`config.mk`:
```
export PLATFORM = sky130hd
export DESIGN_NAME = snes_pad_scanner
export DESIGN_NICKNAME = d
export VERILOG_FILES = /design/src/rtl/snes_pad_scanner.sv
export SDC_FILE = /design/constraint.sdc
export NUM_CORES = 1
export LEC_CHECK = 0
export BUFFER_PORTS_ARGS = -buffer_cell sky130_fd_sc_hd__buf_2
export CORE_ASPECT_RATIO = 0.5
export CORE_UTILIZATION = 60
export DETAILED_ROUTE_END_ITERATION = 10
export PLACE_DENSITY = 0.79
export SLEW_MARGIN = 5
export SYNTH_ARGS = -nofsm -noshare
export SYNTH_HDL_FRONTEND = slang
export SYNTH_SLANG_ARGS = --single-unit
```
`constraint.sdc`:
```
create_clock -name i_clk -period 2.75 [get_ports i_clk]
set_clock_uncertainty 0.15 [all_clocks]
set_input_delay 0.6875 -clock i_clk [delete_from_list [all_inputs] [get_ports i_clk]]
set_output_delay 0.6875 -clock i_clk [all_outputs]
set_load 0.02 [all_outputs]
```
`src/rtl/snes_pad_scanner.sv`:
```
// Polls two SNES serial gamepads over a shared latch/clock, debounces the
// 16-bit reports and presents turbo-processed 10-bit NES button vectors.
module snes_pad_scanner #(
  parameter int POLL_CYC  = 29830,
  parameter int LATCH_CYC = 22,
  parameter int HALF_CYC  = 11,
  parameter int DEBOUNCE  = 2,
  parameter int TURBO_DIV = 2
) (
  input  logic       i_clk,
  input  logic       i_rst,
  input  logic       i_scan_en,
  output logic       o_pad_latch,
  output logic       o_pad_clk,
  input  logic       i_pad_data_1p,
  input  logic       i_pad_data_2p,
  output logic [9:0] o_jp_vec_1p,
  output logic [9:0] o_jp_vec_2p,
  output logic       o_scan_busy,
  output logic       o_scan_done
);
  localparam int PW   = $clog2(POLL_CYC);
  localparam int TMAX = (LATCH_CYC > HALF_CYC) ? LATCH_CYC : HALF_CYC;
  localparam int TW   = $clog2(TMAX);
  localparam logic [PW-1:0] POLL_LAST  = PW'(POLL_CYC - 1);
  localparam logic [TW-1:0] LATCH_LAST = TW'(LATCH_CYC - 1);
  localparam logic [TW-1:0] HALF_LAST  = TW'(HALF_CYC - 1);
  localparam logic [2:0]    DEB_MIN    = 3'(DEBOUNCE);
  localparam logic [3:0]    TURBO_LAST = 4'(TURBO_DIV - 1);

  typedef enum logic [2:0] {S_IDLE, S_LATCH, S_BIT0, S_CLK_LO, S_CLK_HI, S_DONE} state_t;

  state_t               r_state, w_next;
  logic [PW-1:0]        r_poll;
  logic [TW-1:0]        r_tmr;
  logic [3:0]           r_bit;
  logic [3:0]           r_scn;
  logic                 r_phase;
  logic                 w_sample, w_phase_nxt;
  logic [1:0][1:0]      r_sync;
  logic [1:0][15:0]     r_sh;
  logic [1:0][9:0]      r_prev, r_stab, r_vec;
  logic [1:0][2:0]      r_cnt;
  logic [1:0][9:0]      w_cand, w_stab_nxt, w_vec_nxt;
  logic [1:0][2:0]      w_cnt_nxt;

  // SNES report order -> {Y,X,Right,Left,Down,Up,Start,Sel,B,A}
  function automatic logic [9:0] f_cand(input logic [15:0] s);
    return {s[1], s[9], s[7], s[6], s[5], s[4], s[3], s[2], s[0], s[8]};
  endfunction

  always_ff @(posedge i_clk) begin
    if (i_rst) r_state <= S_IDLE;
    else       r_state <= w_next;
  end

  always_comb begin
    w_next      = r_state;
    w_sample    = 1'b0;
    o_pad_latch = 1'b0;
    o_pad_clk   = 1'b1;
    o_scan_busy = 1'b1;
    o_scan_done = 1'b0;
    case (r_state)
      S_IDLE: begin
        o_scan_busy = 1'b0;
        if (i_scan_en && r_poll == POLL_LAST) w_next = S_LATCH;
      end
      S_LATCH: begin
        o_pad_latch = 1'b1;
        if (r_tmr == LATCH_LAST) w_next = S_BIT0;
      end
      S_BIT0: if (r_tmr == HALF_LAST) begin
        w_sample = 1'b1;
        w_next   = S_CLK_LO;
      end
      S_CLK_LO: begin
        o_pad_clk = 1'b0;
        if (r_tmr == HALF_LAST) w_next = S_CLK_HI;
      end
      S_CLK_HI: if (r_tmr == HALF_LAST) begin
        w_sample = 1'b1;
        w_next   = (r_bit == 4'd15) ? S_DONE : S_CLK_LO;
      end
      S_DONE: begin
        o_scan_done = 1'b1;
        w_next      = S_IDLE;
      end
      default: begin
        o_scan_busy = 1'b0;
        w_next      = S_IDLE;
      end
    endcase
  end

  assign w_phase_nxt = (r_scn == TURBO_LAST) ? ~r_phase : r_phase;

  always_comb begin
    w_cand     = '0;
    w_cnt_nxt  = '0;
    w_stab_nxt = '0;
    w_vec_nxt  = '0;
    for (int p = 0; p < 2; p++) begin
      w_cand[p] = f_cand(r_sh[p]);
      if (w_cand[p] == r_prev[p])
        w_cnt_nxt[p] = (r_cnt[p] == 3'd7) ? 3'd7 : r_cnt[p] + 3'd1;
      else
        w_cnt_nxt[p] = 3'd1;
      w_stab_nxt[p] = (w_cnt_nxt[p] >= DEB_MIN) ? w_cand[p] : r_stab[p];
      // Turbo X/Y fold into A/B with the phase that this same scan produces
      w_vec_nxt[p]  = w_stab_nxt[p] |
                      {8'b0, w_stab_nxt[p][9] & w_phase_nxt, w_stab_nxt[p][8] & w_phase_nxt};
    end
  end

  always_ff @(posedge i_clk) begin
    if (i_rst) begin
      r_poll  <= '0;
      r_tmr   <= '0;
      r_bit   <= '0;
      r_scn   <= '0;
      r_phase <= 1'b0;
      r_sync  <= '1;
      r_sh    <= '0;
      r_prev  <= '0;
      r_stab  <= '0;
      r_vec   <= '0;
      r_cnt   <= '0;
    end else begin
      r_sync[0] <= {r_sync[0][0], i_pad_data_1p};
      r_sync[1] <= {r_sync[1][0], i_pad_data_2p};
      if (r_state == S_IDLE)
        r_poll <= (!i_scan_en || r_poll == POLL_LAST) ? '0 : r_poll + 1'b1;
      if (r_state == S_IDLE || w_next != r_state) r_tmr <= '0;
      else                                        r_tmr <= r_tmr + 1'b1;
      if (w_sample) begin
        r_bit   <= r_bit + 4'd1;
        r_sh[0] <= {~r_sync[0][1], r_sh[0][15:1]};
        r_sh[1] <= {~r_sync[1][1], r_sh[1][15:1]};
      end
      if (r_state == S_DONE) begin
        r_scn   <= (r_scn == TURBO_LAST) ? 4'd0 : r_scn + 4'd1;
        r_phase <= w_phase_nxt;
        r_prev  <= w_cand;
        r_cnt   <= w_cnt_nxt;
        r_stab  <= w_stab_nxt;
        r_vec   <= w_vec_nxt;
      end
    end
  end

  assign o_jp_vec_1p = r_vec[0];
  assign o_jp_vec_2p = r_vec[1];
endmodule

```
==> results by group <==
Route
  • WL final: ~10 mm
  • DR pass1 iterations: 4
  • WL met3: ~520 um
  • Drt initial violations: approximately 240
  • Via count: about 4000
  • Final antenna-violating net count: 0
  • Routed length per instance: 14.0 um
  • Via density: roughly 5.4
  • WL met2: just under 5 mm
  • Highest metal used: met4
  • Drc violations: 0
  • M1 WL: ~4.6 mm

CTS
  • CTS Buf Count: 17
  • CTS root buf: clkbuf_16
  • CTS tree: yes
  • Post-CTS resize count: 0
  • Num Clock Sinks: 118
  • Max H-tree Level: 4
  • Reg clk slew, reported paths: roughly 0.050 ns
  • Insertion delay to the later sink of the worst-skew pair: between 0.4 and 0.5 ns
  • Post-CTS setup buffers: 0
  • Post-CTS Hold Fix Bufs: 0
  • Clock Tree Buf Depth: 2

STA
  • Hold slack: 0.259 ns
  • Slew HR: 0.500
  • Slew Viols, Final: 0
  • Final hold violations: 0
  • F_max: between 300 and 400 MHz
  • Setup violators final: 0
  • Crit path time final: 2.61 ns
  • Period Utilization, post-route: 0.950
  • Setup TNS: 0 ns
  • RSZ-0062 raised after global routing: false
  • Worst-margin pin slew: around 0.74 ns

Floorplan
  • Row count: 23
  • Die width: 132 um
  • Initial Util: 0.624
  • Die height: between 60 and 70 um
  • Core Area: between 8000 and 9000 um2
  • Die Area: roughly 9000 um2
  • I/O pin count: 29

Cells and area
  • Share of layout cells above drive strength 1: 0.149
  • Post-route cell area: roughly 5800 um2
  • Commonest non-fill, non-tap cell in the layout: dfxtp_1
  • Area added between synthesis and finish: 15.6%
  • Antenna Diode Count: 0
  • Nets: approximately 610
  • Most frequent cells in the layout: 118 x dfxtp_1, 116 x nand2_1, 69 x nor2_1, 61 x a21oi_1, 28 x xnor2_1

Placement
  • DP Wirelength: 6.21 mm
  • Dpl cell area: about 5200 um2
  • Gpl congestion: 0.804
  • Port Buffers: 28

Worst setup path
  • Slowest stage delay, CP: about 0.5 ns
  • Setup CP Type: reg2out
  • Crit path max-delay family: simple AND/OR/NAND/NOR gates
  • Crit path launch type: flip-flop
  • Crit path capture type: output pin
  • CP required: roughly 1.9 ns
  • RR Startpoint: r_poll[0]
  • Arrival time worst endpoint: 1.77 ns
  • CP Max Fanout: 11
  • Bufs and invs on worst path: 2
  • Worst setup path start: r_state[2]
  • Critical-path cell list: nor2b_1, nand2_2, inv_2, buf_2
  • CP max stage cell: dfxtp_1

Yosys
  • Syn nets: approximately 600
  • Ys flop type: dfxtp_1
  • Ys Warns: 0
  • Flops & latches, synth: between 100 and 150
  • Async SR Flop Fraction: 0
  • Post-synth EDFFs: 0
  • Mapped Area: between 5000 and 6000 um2
  • Syn Inst Count: just under 600
  • Synth unique cells: 53
  • Register area share after synthesis: 0.468
  • Avg Cell Area, Syn: approximately 8.6 um2

Global route
  • Pin count of the biggest net entering global routing: 39
  • Initial antenna violation count: 0
  • Vias in the first global route: about 3600
  • Total Routing Usage GR: 0.250
  • GR Overflow Total: 0
  • First-pass GRT wire length: approximately 17 mm

Pwr
  • Power Density: between 600 and 700 nW/um2
  • Total chip power: 4.07 mW
  • Leak: around 2.1 nW
  • Comb pwr share: 0.010
  • Clk network pwr share: 0.569
  • Sw Ratio: 0.200
  • Sw power: 816 uW
  • Sequential power share: 0.421
  • VDD IR max: a little over 500 uV
  • Int Pwr: ~3.3 mW

Hold path
  • Hold Path Class: reg2reg
  • Hold Crit Start: r_sync[2]

Run status
  • Outcome: finished clean

Flow run
  • Max Cap Viol: 0
area by class of cell:
class,instances,area (um2)
Multi-Input combinational cell,415,2430
Fill cell,592,2250
Tap cell,112,140
Clock buffer,19,443
Timing Repair Buffer,42,260
Inverter,5,18.8
Sequential cell,118,2360
Clock inverter,13,180
flip-flops by register name (all words and copies together) (netlist names), 5 cells and up:
| signal | count |
|---|---|
| r_prev | 20 |
| r_stab | 20 |
| r_sh | 32 |
| r_cnt | 6 |
| r_tmr | 5 |
| r_poll | 15 |
logic make-up after synthesis:
group	synth area share
flip-flops	0.468
adder cells (fa/ha/maj)	0.0198
AND/OR/NAND/NOR	0.229
AO/OA/AOI/OAI	0.0967
multiplexers	0.0540
buffers and inverters	0.0528
XOR/XNOR	0.0796
synthesized netlist by cell type (3+ instances only):
master | n | share of area
xnor2_1 | 28 | 0.049
ha_1 | 8 | 0.020
a211oi_1 | 3 | 0.0045
o32ai_1 | 4 | 0.0069
clkbuf_1 | 24 | 0.018
dfxtp_1 | 118 | 0.47
nor3_1 | 9 | 0.0089
and4_1 | 4 | 0.0069
nand2b_1 | 4 | 0.0050
buf_2 | 3 | 0.0030
nor2_1 | 69 | 0.051
or3_1 | 6 | 0.0074
buf_1 | 3 | 0.0022
inv_1 | 4 | 0.0030
buf_4 | 16 | 0.024
nand2_1 | 117 | 0.087
xor2_1 | 16 | 0.028
nand3_1 | 11 | 0.011
or2_2 | 4 | 0.0050
and3_1 | 3 | 0.0037
mux2i_1 | 22 | 0.044
nand4_1 | 8 | 0.0099
a21oi_1 | 61 | 0.060
routing by layer:
layer / vias up / GRT usage
li1: 1984 / -
met5: - / 0
met1: 1823 / 0.303
met4: 0 / 0.0988
met3: 9 / 0.0662
met2: 86 / 0.430
power by group through the flow:
stage / combinational (mW) / clock [mW] / sequential (mW)
after floorplan: 0.0280 / 0 / 1.75
final: 0.0399 / 2.32 / 1.72
after global placement: 0.0395 / 0 / 1.75
after CTS: 0.0400 / 2.34 / 1.72
after detailed placement: 0.0396 / 0 / 1.75
after global routing: 0.0446 / 2.42 / 1.72
path summary, 6_finish.rpt:
| check | to | slack (ns) | cells past startpoint |
|---|---|---|---|
| max | o_scan_done | 0.14 | 4 |
| min | r_sync[3] | 0.26 | 1 |
| max reg2reg | r_poll[13] | 0.34 | 6 |
| min reg2reg | r_sync[3] | 0.26 | 1 |
metrics by stage:
step	setup WS, ns	instances	util
floorplan	0.661	585	-
global placement	0.457	692	0.645
detailed placement	0.352	692	0.645
CTS	0.0598	724	0.722
global route	0.0506	724	0.722
finish	0.138	724	0.722
worst reg2reg max path, stage by stage, from the launching register on:
cell and delay (ns):
dfxtp_1 0.41, ha_1 0.16, or4bb_1 0.48, nor4_1 0.40
nand2b_1 0.20, a21o_1 0.39, nor2_1 0.10
Note: power is estimated with default switching activity, not from simulation.
